[config.mk]
export PLATFORM = sky130hd
export DESIGN_NAME = pc_stack_unit
export DESIGN_NICKNAME = d
export VERILOG_FILES = /design/src/rtl/pc_stack_unit.sv
export SDC_FILE = /design/constraint.sdc
export NUM_CORES = 1
export LEC_CHECK = 0
export BUFFER_PORTS_ARGS = -buffer_cell sky130_fd_sc_hd__buf_4
export CORE_ASPECT_RATIO = 0.8
export CORE_UTILIZATION = 56
export DETAILED_ROUTE_END_ITERATION = 10
export HOLD_SLACK_MARGIN = 0.12
export PLACE_DENSITY = 0.87
export SETUP_SLACK_MARGIN = 0.3
export SYNTH_ARGS = -nofsm -noshare
export SYNTH_HDL_FRONTEND = slang
export SYNTH_SLANG_ARGS = --single-unit
export TNS_END_PERCENT = 20
[constraint.sdc]
create_clock -name clk -period 2.1 [get_ports clk]
set_clock_uncertainty 0.2 [all_clocks]
set_input_delay 0.21 -clock clk [delete_from_list [all_inputs] [get_ports clk]]
set_output_delay 0.21 -clock clk [all_outputs]
set_load 0.01 [all_outputs]
[src/rtl/pc_stack_unit.sv]
// Program counter with increment, absolute load, PC-relative branch and a
// hardware return-address stack for call/return nesting.
module pc_stack_unit #(
  parameter int unsigned       WIDTH     = 4,
  parameter int unsigned       DEPTH     = 4,
  parameter int unsigned       OFF_W     = 4,
  parameter logic [WIDTH-1:0]  RESET_VEC = '0
) (
  input  logic             clk,
  input  logic             rst,
  input  logic             en,
  input  logic             set_pc,
  input  logic [WIDTH-1:0] pc_init,
  input  logic             branch,
  input  logic [OFF_W-1:0] branch_off,
  input  logic             call,
  input  logic             ret,
  output logic [WIDTH-1:0] pc_curr,
  output logic             stack_empty,
  output logic             stack_full,
  output logic             stack_err
);

  localparam int unsigned SP_W  = $clog2(DEPTH + 1);
  localparam int unsigned IDX_W = (DEPTH > 1) ? $clog2(DEPTH) : 1;
  localparam logic [SP_W-1:0] SP_FULL = SP_W'(DEPTH);

  logic [WIDTH-1:0] pc_q, pc_d;
  logic [SP_W-1:0]  sp_q, sp_d;
  logic             err_q, err_d;
  logic [WIDTH-1:0] stack_q [DEPTH];

  logic             push;
  logic [WIDTH-1:0] pc_inc;
  logic [WIDTH-1:0] off_ext;
  logic [IDX_W-1:0] wr_idx;
  logic [IDX_W-1:0] rd_idx;

  assign pc_inc  = pc_q + WIDTH'(1);
  assign off_ext = WIDTH'($signed(branch_off));
  assign wr_idx  = IDX_W'(sp_q);
  assign rd_idx  = IDX_W'(sp_q - SP_W'(1));

  always_comb begin
    // NOTE: every signal gets a default before any branch so no path leaves
    // it unassigned; otherwise synthesis infers a latch.
    pc_d  = pc_q;
    sp_d  = sp_q;
    err_d = err_q;
    push  = 1'b0;
    if (set_pc) begin
      pc_d = pc_init;
    end else if (en) begin
      if (ret) begin
        if (sp_q != '0) begin
          pc_d = stack_q[rd_idx];
          sp_d = sp_q - SP_W'(1);
        end else begin
          pc_d  = pc_inc;
          err_d = 1'b1;
        end
      end else if (call) begin
        // The jump happens even when the push is refused on overflow.
        pc_d = pc_init;
        if (sp_q != SP_FULL) begin
          push = 1'b1;
          sp_d = sp_q + SP_W'(1);
        end else begin
          err_d = 1'b1;
        end
      end else if (branch) begin
        pc_d = pc_q + off_ext;
      end else begin
        pc_d = pc_inc;
      end
    end
  end

  // NOTE: sequential state uses non-blocking assignments so every flop
  // samples the pre-edge values regardless of statement order.
  always_ff @(posedge clk) begin
    if (rst) begin
      pc_q  <= RESET_VEC;
      sp_q  <= '0;
      err_q <= 1'b0;
    end else begin
      pc_q  <= pc_d;
      sp_q  <= sp_d;
      err_q <= err_d;
    end
  end

  // NOTE: the stack storage is deliberately not reset; entries above sp are
  // never read, so resetting them would only cost area and routing.
  always_ff @(posedge clk) begin
    if (!rst && push) begin
      stack_q[wr_idx] <= pc_inc;
    end
  end

  assign pc_curr     = pc_q;
  assign stack_empty = (sp_q == '0);
  assign stack_full  = (sp_q == SP_FULL);
  assign stack_err   = err_q;

endmodule

==> reports/qor.yml <==
run_status:
  outcome: "finished with violations"
  violations: "hold timing"
timing:
  tightest_slew_ns: 0.543
  fin_ws_ns: 0.215
  setup_violations: 0
  slew_headroom: 0.635
  period_share: 0.898
  hold_viol_final: 1
  hold_ws_ns: -0.00300
  fmax_mhz: 531
  fin_crit_ns: 1.89
  setup_tns_ns: 0
  maxSlewViolCount: 0
  grt_setup_unrepaired: "yes"
clock_network:
  cts-htree-levels: 1
  cts.sinks: 24
  clkTransAtPathRegs_ns: 0.13
  cts_tree: "yes"
  clk_latency_ns: 0.32
  ctsRootBufferMaster: "clkbuf_4"
  ctsLongestPathBuffers: 2
  cts_made_buffers: 3
yosys:
  syn_nets: 153
  yosys_warnings: 0
  synth_xor_area_frac: 0.0366
  synth_adder_area_share: 0.0923
  synth_edf_count: 16
  synth_cell_types: 42
  synth_ff_type: "edfxtp_1"
  synth_top_family_by_area: "compound AO/OA/AOI/OAI gates"
  synthSimpleGateAreaFrac: 0.124
  syn_area_um2: 1440
  syn_avg_cell_area_um2: 11.2
  yosysSeqAreaShare: 0.446
  synth.area.mux_share: 0.0914
  async_reset_ff_frac: 0
  syn_inst: 128
  synth_compound_area_frac: 0.151
  yosys_register_bits: 24
power_and_ir_drop:
  p_int_uw: 769
  switching_share: 0.278
  p_per_area_nw_per_um2: 582
  clockPowerShare: 0.233
  p_comb_frac: 0.261
  leakage_nw: 0.714
  p_sw_uw: 295
  ir_drop_v: 0.000477
  seq_power_share: 0.507
route:
  dr.pass1.iters: 4
  met2_length_um: 1630
  via_per_inst: 5.68
  drtIter0Drc: 44
  post-route-drc-count: 0
  antenna_left: 0
  routed.top_layer: "met4"
  wl_met3_um: 189
  wl_met1_um: 1400
  post_drt_wl_per_cell_um: 16.5
  wl_um: 3260
  via_count: 1119
grt:
  grt_pass1_vias: 1014
  grtUsageTotal: 0.249
  grt_remaining_overflow: 0
  antenna_found_initial: 0
  grt_max_degree: 15
  grt_pass1_wl_um: 4730
final_layout:
  most-common-layout-cells: "25 x buf_4, 16 x edfxtp_1, 11 x inv_1"
  final_nets: 187
  regArea_um2: 649
  syn2layout_area_growth_pct: 27.2
  diodes: 0
  layout_commonest_cell: "buf_4"
  multi_input_area_um2: 768
  fill_cells: 185
  layout-drive-gt1-share: 0.366
setup_path:
  crit_required_ns: 2.14
  critPathMaxFanout: 2
  rr_endpoint: "pc_curr[1]$_SDFFE_PP0P_"
  startpoint: "pc_curr[0]$_SDFFE_PP0P_"
  start_kind: "flop"
  crit_type: "reg -> reg"
  reg2reg_from: "pc_curr[0]$_SDFFE_PP0P_"
  worstRegToRegCells: 7
  critPathArrivalTime_ns: 1.93
  endpoint: "pc_curr[1]$_SDFFE_PP0P_"
  worstSetupEndpointType: "flop"
  regToRegSetupSlack_ns: 0.21
floorplan:
  die_area_um2: 2780
  die_w_um: 58.6
  coreArea_um2: 2440
  die-height_um: 47.3
  rows: 16
  start_util: 0.589
  ios: 22
place:
  port_buffers: 21
  dpl_worst_slack_ns: 0.142
  gp_congestion: 0.773
  hpwl_um: 2210
min_path:
  min_path_type: "in -> reg"
run:
  maxCapViolCount: 0
==> cells in the mapped netlist (4+ instances only) <==
cell type,number,share of area
a211oi_1,7,0.037
a21oi_1,7,0.024
and2_1,5,0.022
dfxtp_1,8,0.11
edfxtp_1,16,0.33
ha_1,9,0.078
inv_1,14,0.037
mux4_2,4,0.063
nor2_1,6,0.016
o21ai_0,5,0.017
==> power by group through the flow <==
stage / Sequential (mW) / Clock [mW] / Combinational (mW)
2_1_floorplan: 0.551 / 0 / 0.160
3_3_place_gp: 0.549 / 0 / 0.232
3_5_place_dp: 0.550 / 0 / 0.242
4_1_cts: 0.537 / 0.252 / 0.264
5_1_grt: 0.541 / 0.274 / 0.304
6_report: 0.539 / 0.248 / 0.278
==> cell type report <==
class,instances,area share
repair buffers,34,0.152
inverters,14,0.0287
well taps,36,0.0246
clock buffers,4,0.0198
multi-input cells,85,0.420
flip-flops and latches,24,0.355
==> metal layers <==
layer  vias to the layer above  GRT usage
li1                        534          -
met1                       546      0.307
met2                        31      0.432
met3                         8     0.0771
met4                         0     0.0762
met5                         -          0
==> metrics by stage <==
step	instance area [um2]	utilization	std cells	power [mW]	hold slack, ns
floorplan	1480	-	128	0.711	0.151
global placement	1660	0.679	181	0.781	0.261
detailed placement	1660	0.679	181	0.792	0.263
CTS	1790	0.734	194	1.05	-0.0172
finish	1830	0.749	197	1.06	-0.00300
global route	1830	0.749	197	1.12	-0.0239
==> logic make-up after synthesis <==
logic type               Yosys count
adder cells (fa/ha/maj)           10
AND/OR/NAND/NOR                   30
XOR/XNOR                           6
flip-flops                        24
AO/OA/AOI/OAI                     31
multiplexers                       8
buffers and inverters             19
==> critical path: stages, from the launching register on <==
cell and delay (ns):
dfxtp_4 0.38, ha_4 0.15, inv_2 0.06, fa_1 0.41
nor2b_1 0.13, o311ai_1 0.09, a21o_1 0.18, a221oi_2 0.20
==> worst min-delay path by stage <==
stage | from | endpoint | slack (ns) | cells past startpoint
3_3_place_gp | stack_err$_SDFFE_PP0P_ | stack_err$_SDFFE_PP0P_ | 0.26 | 2
6_report | en | pc_curr[2]$_SDFFE_PP0P_ | -0.003 | 3
2_1_floorplan | pc_init[0] | pc_curr[0]$_SDFFE_PP0P_ | 0.15 | 2
4_1_cts | en | pc_curr[2]$_SDFFE_PP0P_ | -0.02 | 3
3_5_place_dp | stack_err$_SDFFE_PP0P_ | stack_err$_SDFFE_PP0P_ | 0.26 | 2
5_1_grt | en | pc_curr[2]$_SDFFE_PP0P_ | -0.02 | 3
==> sequential cells by signal (all words and copies together) (netlist names) <==
register   flops
stack_err      1
stack_q       16
pc_curr        4
sp_q           3
==> what timing repair did <==
| item | CTS | global route |
|---|---|---|
| hold endpoints to repair | 8 | 2 |
| resized for setup | 3 | 8 |
| pin swaps | 3 | 3 |
| endpoints found under the setup margin | 5 | 23 |
| hold buffers | 8 | 1 |
| buffers inserted | 1 | 2 |
Power figures use the tool's default switching activity.
